<file path="src/rtl/pipelined_muldiv_unit_if.sv">
// Issue/result bundle between the EXE stage and the multiply/divide unit.
// master = CPU side, slave = the muldiv unit.
interface pipelined_muldiv_unit_if #(
    parameter int XLEN = 32
);
    logic            start;
    logic [2:0]      op;
    logic [XLEN-1:0] a;
    logic [XLEN-1:0] b;
    logic            cancel;
    logic            busy;
    logic            done;
    logic [XLEN-1:0] hi;
    logic [XLEN-1:0] lo;

    modport master (
        output start, op, a, b, cancel,
        input  busy, done, hi, lo
    );

    modport slave (
        input  start, op, a, b, cancel,
        output busy, done, hi, lo
    );
endinterface

</file>
<file path="src/rtl/pipelined_muldiv_unit.sv">
// Multiply/divide unit with HI/LO: fixed-latency multiply, restoring divider.
// Optional macro MULDIV_EARLY_OUT_EN: divides with |a| < |b| skip the iterations.
module pipelined_muldiv_unit #(
    parameter int XLEN       = 32,
    parameter int MUL_STAGES = 2
) (
    input logic                   clk,
    input logic                   clr,
    pipelined_muldiv_unit_if.slave bus
);
    localparam logic [1:0] S_IDLE = 2'd0;
    localparam logic [1:0] S_MUL  = 2'd1;
    localparam logic [1:0] S_DIV  = 2'd2;
    localparam logic [1:0] S_FIX  = 2'd3;

    localparam logic [2:0] OP_MULT  = 3'b000;
    localparam logic [2:0] OP_MULTU = 3'b001;
    localparam logic [2:0] OP_DIV   = 3'b010;
    localparam logic [2:0] OP_DIVU  = 3'b011;
    localparam logic [2:0] OP_MTHI  = 3'b100;
    localparam logic [2:0] OP_MTLO  = 3'b101;

    localparam int CMAX = (XLEN > MUL_STAGES) ? XLEN : MUL_STAGES;
    localparam int CW   = $clog2(CMAX + 1);

    logic [1:0]      state;
    logic [CW-1:0]   count;
    logic [XLEN-1:0] hi_q, lo_q, a_q, b_q, quo_q, rem_q;
    logic            done_q, mul_signed_q, neg_quo_q, neg_rem_q, zero_div_q;

    logic            accept, div_signed, early;
    logic [XLEN-1:0] mag_a, mag_b;
    logic [2*XLEN-1:0] product;
    logic [XLEN:0]   shifted;
    logic [XLEN-1:0] diff, quo_fix, rem_fix;
    logic            q_bit;

    assign accept     = (state == S_IDLE) && bus.start && !bus.cancel;
    assign div_signed = (bus.op == OP_DIV);
    assign mag_a      = (div_signed && bus.a[XLEN-1]) ? -bus.a : bus.a;
    assign mag_b      = (div_signed && bus.b[XLEN-1]) ? -bus.b : bus.b;

`ifdef MULDIV_EARLY_OUT_EN
    assign early = (bus.op == OP_DIV || bus.op == OP_DIVU) && (bus.b != '0) && (mag_a < mag_b);
`else
    assign early = 1'b0;
`endif

    // Sign-extending to 2*XLEN makes one modular multiply serve both MULT and MULTU.
    assign product = {{XLEN{mul_signed_q & a_q[XLEN-1]}}, a_q} *
                     {{XLEN{mul_signed_q & b_q[XLEN-1]}}, b_q};

    assign shifted = {rem_q, quo_q[XLEN-1]};
    assign q_bit   = (shifted >= {1'b0, b_q});
    assign diff    = XLEN'(shifted - {1'b0, b_q});
    assign quo_fix = neg_quo_q ? -quo_q : quo_q;
    assign rem_fix = neg_rem_q ? -rem_q : rem_q;

    // During a divide b_q holds the divisor magnitude and quo_q shifts the dividend out
    // while quotient bits shift in; a_q keeps the raw dividend for the b=0 result.
    always_ff @(posedge clk) begin
        if (clr) begin
            state        <= S_IDLE;
            count        <= '0;
            hi_q         <= '0;
            lo_q         <= '0;
            a_q          <= '0;
            b_q          <= '0;
            quo_q        <= '0;
            rem_q        <= '0;
            done_q       <= 1'b0;
            mul_signed_q <= 1'b0;
            neg_quo_q    <= 1'b0;
            neg_rem_q    <= 1'b0;
            zero_div_q   <= 1'b0;
        end else begin
            done_q <= 1'b0;
            case (state)
                S_IDLE: begin
                    if (accept) begin
                        case (bus.op)
                            OP_MULT, OP_MULTU: begin
                                a_q          <= bus.a;
                                b_q          <= bus.b;
                                mul_signed_q <= (bus.op == OP_MULT);
                                count        <= CW'(MUL_STAGES - 1);
                                state        <= S_MUL;
                            end
                            OP_DIV, OP_DIVU: begin
                                a_q        <= bus.a;
                                b_q        <= mag_b;
                                neg_quo_q  <= div_signed & (bus.a[XLEN-1] ^ bus.b[XLEN-1]);
                                neg_rem_q  <= div_signed & bus.a[XLEN-1];
                                zero_div_q <= (bus.b == '0);
                                count      <= CW'(XLEN - 1);
                                if (early) begin
                                    quo_q <= '0;
                                    rem_q <= mag_a;
                                    state <= S_FIX;
                                end else begin
                                    quo_q <= mag_a;
                                    rem_q <= '0;
                                    state <= S_DIV;
                                end
                            end
                            OP_MTHI: hi_q <= bus.a;
                            OP_MTLO: lo_q <= bus.a;
                            default: ;
                        endcase
                    end
                end
                S_MUL: begin
                    if (bus.cancel) begin
                        state <= S_IDLE;
                    end else if (count == '0) begin
                        {hi_q, lo_q} <= product;
                        done_q       <= 1'b1;
                        state        <= S_IDLE;
                    end else begin
                        count <= count - 1'b1;
                    end
                end
                S_DIV: begin
                    if (bus.cancel) begin
                        state <= S_IDLE;
                    end else begin
                        rem_q <= q_bit ? diff : shifted[XLEN-1:0];
                        quo_q <= {quo_q[XLEN-2:0], q_bit};
                        if (count == '0) state <= S_FIX;
                        else             count <= count - 1'b1;
                    end
                end
                default: begin
                    if (bus.cancel) begin
                        state <= S_IDLE;
                    end else begin
                        if (zero_div_q) begin
                            hi_q <= a_q;
                            lo_q <= '1;
                        end else begin
                            hi_q <= rem_fix;
                            lo_q <= quo_fix;
                        end
                        done_q <= 1'b1;
                        state  <= S_IDLE;
                    end
                end
            endcase
        end
    end

    assign bus.busy = (state != S_IDLE);
    assign bus.done = done_q;
    assign bus.hi   = hi_q;
    assign bus.lo   = lo_q;
endmodule

</file>
<file path="src/flat_wrapper.sv">
// flat-port wrapper written by rule: the top's interface ports become plain ports
module pipelined_muldiv_unit_flat 
#(
    parameter int XLEN       = 32,
    parameter int MUL_STAGES = 2
)
  (clk, clr, bus_start, bus_op, bus_a, bus_b, bus_cancel, bus_busy, bus_done, bus_hi, bus_lo);
  pipelined_muldiv_unit_if #(.XLEN(XLEN)) bus_i ();
  input logic clk;
  input logic clr;
  input wire logic [$bits(bus_i.start)-1:0] bus_start;
  input wire logic [$bits(bus_i.op)-1:0] bus_op;
  input wire logic [$bits(bus_i.a)-1:0] bus_a;
  input wire logic [$bits(bus_i.b)-1:0] bus_b;
  input wire logic [$bits(bus_i.cancel)-1:0] bus_cancel;
  output wire logic [$bits(bus_i.busy)-1:0] bus_busy;
  output wire logic [$bits(bus_i.done)-1:0] bus_done;
  output wire logic [$bits(bus_i.hi)-1:0] bus_hi;
  output wire logic [$bits(bus_i.lo)-1:0] bus_lo;
  assign bus_i.start = bus_start;
  assign bus_i.op = bus_op;
  assign bus_i.a = bus_a;
  assign bus_i.b = bus_b;
  assign bus_i.cancel = bus_cancel;
  assign bus_busy = bus_i.busy;
  assign bus_done = bus_i.done;
  assign bus_hi = bus_i.hi;
  assign bus_lo = bus_i.lo;
  pipelined_muldiv_unit #(.XLEN(XLEN), .MUL_STAGES(MUL_STAGES)) u_core (.clk(clk), .clr(clr), .bus(bus_i));
endmodule
</file>
<file path="config.mk">
export PLATFORM = sky130hd
export DESIGN_NAME = pipelined_muldiv_unit_flat
export DESIGN_NICKNAME = d
export VERILOG_FILES = /design/src/rtl/pipelined_muldiv_unit_if.sv /design/src/rtl/pipelined_muldiv_unit.sv /design/src/flat_wrapper.sv
export SDC_FILE = /design/constraint.sdc
export NUM_CORES = 2
export LEC_CHECK = 0
export CORE_ASPECT_RATIO = 0.9
export CORE_MARGIN = 5
export CORE_UTILIZATION = 40
export DETAILED_ROUTE_END_ITERATION = 6
export DONT_BUFFER_PORTS = 1
export MAX_ROUTING_LAYER = met4
export PLACE_DENSITY_LB_ADDON = 0.1
export SYNTH_ARGS = -nofsm -noshare
export SYNTH_HDL_FRONTEND = slang
export SYNTH_SLANG_ARGS = --single-unit
</file>
<file path="constraint.sdc">
create_clock -name clk -period 9.7 [get_ports clk]
set_clock_uncertainty 0.05 [all_clocks]
set_input_delay 0.97 -clock clk [delete_from_list [all_inputs] [get_ports clk]]
set_output_delay 0.97 -clock clk [all_outputs]
set_load 0.05 [all_outputs]
</file>
==> flow_metrics.py <==
metrics = {
    "detailed_routing": {
        "wl_per_cell_um": 23.3,
        "route.vias.total": 40426,
        "route.detailed.drc": 0,
        "route.antenna.remaining_nets": 0,
        "viasPerCell": 5.34,
        "iteration_count_of_the_initial_detailed_routing_pass": 7,
        "detail_route.iter0.violations": 3455,
        "wl_um": 176000,
    },
    "setup_path": {
        "worstSetupPathDepth": 26,
        "timing.critical_path.buf_inv": 6,
        "worst_path_max_delay_cell": "sky130_fd_sc_hd__dfxtp_1",
        "timing.critical_path.arrival_ps": 9710,
        "path_max_fanout": 21,
        "worstRegToRegCells": 26,
        "critical_path.max_stage_delay_ps": 1150,
        "worstPathRequired_ps": 10160,
        "cpLargestDelayFamily": "adder cells",
        "critPathLaunchType": "register",
        "cp-end-kind": "register",
        "critPathKind": "reg2reg",
        "most_numerous_cell_on_the_critical_path": "sky130_fd_sc_hd__fa_1",
    },
    "global_routing": {
        "antenna_violations_before_repair": 8,
        "maximum_number_of_pins_on_one_net_before_global_route_repair": 179,
        "grt_usage": 0.269,
        "overflow": 0,
        "global_route_wire_length_before_repair_um": 270000,
        "via_count_of_the_first_global_routing_pass": 41319,
    },
    "layout": {
        "area_grow_syn2layout_pct": 5.41,
        "post-route-util": 0.425,
        "finalNetCount": 7294,
        "mostFrequentLayoutCells": "sky130_fd_sc_hd__inv_1, sky130_fd_sc_hd__fa_1, sky130_fd_sc_hd__nand2_1, sky130_fd_sc_hd__and2_1, sky130_fd_sc_hd__nor2_1",
        "most_common_cell_after_layout_fill_and_taps_aside": "sky130_fd_sc_hd__inv_1",
        "drive_gt1_frac": 0.0413,
    },
    "logic_synthesis": {
        "synth_cells": 6065,
        "most_frequently_used_flop_master_after_synthesis": "sky130_fd_sc_hd__dfxtp_1",
        "synthesized_area_divided_by_synthesized_cell_count_um2": 8.46,
        "count_of_flip_flops_with_a_built_in_enable_after_synthesis": 0,
        "postSynthNetCount": 7515,
        "synthesis.yosys.warnings": 0,
        "synth.lib_cells_used.distinct": 82,
        "syn_area_um2": 51300,
        "synth_seq_cells": 205,
        "synth_seq_area_share": 0.0800,
        "async_reset_ff_frac": 0,
    },
    "floorplanning": {
        "starting_density_of_the_core": 0.403,
        "die_w_um": 387,
        "placeableCoreArea_um2": 127000,
        "die_height_um": 350,
        "io-pin-count": 137,
        "dieArea_um2": 135000,
        "row_count": 124,
    },
    "power": {
        "p_int_mw": 2.12,
        "pwr-share-comb": 0.434,
        "share_of_power_burned_in_the_clock_network": 0.249,
        "seqPwrFrac": 0.316,
        "power_switching_mw": 2.15,
        "power_switching_share": 0.504,
        "powerDensity_nw_per_um2": 78.9,
        "p_leak_nw": 25.1,
        "peakVddDrop_v": 0.000126,
    },
    "status": {
        "run_status": "finished clean",
    },
    "clock_tree": {
        "worst_setup_hold_path_clk_slew_ps": 70,
        "clock_sinks": 205,
        "ctsHtreeMaxLevel": 1,
        "cts.path.max_buffers": 3,
        "ctsHoldBuffers": 0,
        "ctsRootBufferMaster": "sky130_fd_sc_hd__clkbuf_16",
        "cts-buffers-inserted": 27,
        "clk-insertion-delay-late_ps": 620,
        "tritoncts": "yes",
    },
    "worst_hold_path": {
        "worst_hold_path.num_cells": 1,
        "worst_hold_path_type": "in2reg",
    },
    "sta": {
        "relSlewSlack": 0.163,
        "timing.final.crit_period_ps": 9260,
        "rsz0062_at_grt": "no",
        "pin_slew_with_the_least_headroom_to_its_limit_ps": 1250,
        "setup_viol": 0,
        "maxSlewViolCount": 0,
        "final_min_period_over_clock_period": 0.954,
        "final_hold_viol_count": 0,
        "maximum_clock_frequency_mhz": 108,
        "final.setup.tns_ps": 0,
    },
    "placed_design": {
        "hpwlAfterDp_um": 143000,
        "gp_congestion": 0.937,
        "port_buffers": 0,
    },
    "flow_run": {
        "cap_violations": 0,
    },
}
[timing repair]
item	CTS	global route
gates resized for setup	0	1
endpoints found under the setup margin	0	1
setup buffers	0	7
[cells by family after synthesis]
kind of cell / share of synthesized area
flops: 0.0800
compound gates: 0.0984
mux: 0.00200
buf+inv: 0.116
simple gates: 0.168
xor+xnor: 0.0345
fa+ha+maj: 0.501
[path summary, 6_finish.rpt]
kind / slack (ps) / to / startpoint
worst max-delay path: 440 / u_core.bus.hi[26] / u_core.a_q[9]
worst min-delay path: 380 / u_core.bus.done / bus_cancel
worst max register to register: 440 / u_core.bus.hi[26] / u_core.a_q[9]
worst min register to register: 450 / u_core.b_q[28] / u_core.b_q[28]
[metal layers]
layer | global-route usage | part of all wire
met5 | - | 0
met4 | 0.0529 | 0.024
met3 | 0.0323 | 0.065
met2 | 0.431 | 0.47
met1 | 0.373 | 0.44
[power groups by stage]
stage / clock network, mW / registers (mW) / logic [mW]
floorplan: 0 / 1.21 / 1.26
global route: 1.11 / 1.36 / 2.02
CTS: 1.07 / 1.35 / 1.85
finish: 1.06 / 1.35 / 1.85
global placement: 0 / 1.37 / 1.83
detailed placement: 0 / 1.37 / 1.83
[stage by stage]
| step | total power, mW | hold slack, ps | setup WS [ps] | instance area [um2] | instances |
|---|---|---|---|---|---|
| 2_1_floorplan | 2.47 | 413 | 1660 | 51300 | 6065 |
| 3_3_place_gp | 3.19 | 432 | 526 | 53100 | 7509 |
| 3_5_place_dp | 3.20 | 440 | 462 | 53100 | 7509 |
| 4_1_cts | 4.27 | 350 | 473 | 54000 | 7557 |
| 5_1_grt | 4.49 | 358 | 4.19 | 54100 | 7568 |
| 6_report | 4.26 | 377 | 443 | 54100 | 7569 |
[worst reg2reg max path, cell delays in order, from the launching register on]
cell,delay (ps)
sky130_fd_sc_hd__dfxtp_1,1150
sky130_fd_sc_hd__buf_4,380
sky130_fd_sc_hd__nand2_1,100
sky130_fd_sc_hd__fa_1,540
sky130_fd_sc_hd__inv_1,60
sky130_fd_sc_hd__fa_1,520
sky130_fd_sc_hd__inv_1,50
sky130_fd_sc_hd__fa_1,490
sky130_fd_sc_hd__fa_1,560
sky130_fd_sc_hd__inv_1,50
sky130_fd_sc_hd__fa_1,550
sky130_fd_sc_hd__fa_1,450
sky130_fd_sc_hd__fa_1,490
sky130_fd_sc_hd__inv_1,50
sky130_fd_sc_hd__fa_1,530
sky130_fd_sc_hd__inv_1,60
sky130_fd_sc_hd__ha_1,420
sky130_fd_sc_hd__nand2_1,80
sky130_fd_sc_hd__o21ai_0,410
sky130_fd_sc_hd__nor2_1,120
sky130_fd_sc_hd__nor3_1,640
sky130_fd_sc_hd__nand3_1,270
sky130_fd_sc_hd__a21oi_1,460
sky130_fd_sc_hd__a21oi_1,220
sky130_fd_sc_hd__xnor2_1,180
sky130_fd_sc_hd__a221oi_1,250
sky130_fd_sc_hd__nor3_1,70
[Yosys cell counts (all sizes together) (5+ instances only)]
| cell type | instances | area [um2] |
|---|---|---|
| nand2b | 27 | 169 |
| and3 | 26 | 163 |
| a221o | 8 | 80.1 |
| or3 | 25 | 161 |
| a2111oi | 5 | 43.8 |
| o31ai | 36 | 275 |
| o41ai | 12 | 120 |
| nand3 | 25 | 130 |
| a31oi | 21 | 144 |
| clkbuf | 383 | 1440 |
| ha | 253 | 3170 |
| dfxtp | 205 | 4100 |
| mux2i | 8 | 80.1 |
| and2 | 353 | 2210 |
| a32oi | 7 | 61.3 |
| nor4 | 13 | 87.6 |
| o211ai | 8 | 60.1 |
| nand4 | 16 | 100 |
| nor2b | 16 | 100 |
| o21ai | 205 | 1030 |
| xnor2 | 124 | 1090 |
| fa | 1126 | 22500 |
| buf | 11 | 55.1 |
| nor2 | 265 | 997 |
| or2 | 16 | 100 |
| nand2 | 1013 | 3800 |
| nand3b | 6 | 45.0 |
| and4 | 5 | 43.8 |
| a22oi | 9 | 67.6 |
| a21o | 37 | 278 |
| inv | 1190 | 4470 |
| o21bai | 15 | 113 |
| nor3 | 53 | 265 |
| a211oi | 65 | 488 |
| or4 | 18 | 143 |
| a311oi | 31 | 272 |
| a21oi | 253 | 1270 |
| a221oi | 34 | 304 |
| xor2 | 78 | 683 |
| o21a | 12 | 90.1 |
[registers in the layout, summed over array words and instances, names as in the netlist]
signal               cells
u_core.neg_quo_q         1
u_core.a_q              32
u_core.count             6
u_core.zero_div_q        1
u_core.b_q              32
u_core.quo_q            32
u_core.neg_rem_q         1
u_core.bus.lo           32
u_core.mul_signed_q      1
u_core.rem_q            32
u_core.state             2
u_core.bus.hi           32
u_core.bus.done          1
[area by class of cell]
| cell class | instances | area [um2] |
|---|---|---|
| diodes | 5 | 12.5 |
| flip-flops and latches | 205 | 4110 |
| inverters | 1191 | 4470 |
| repair buffers | 144 | 1180 |
| well taps | 1701 | 2130 |
| clock inverters | 12 | 124 |
| fillers | 12980 | 73200 |
| multi-input cells | 4275 | 41300 |
| clock buffers | 36 | 759 |
No activity file was read; power rests on OpenSTA's default activity.
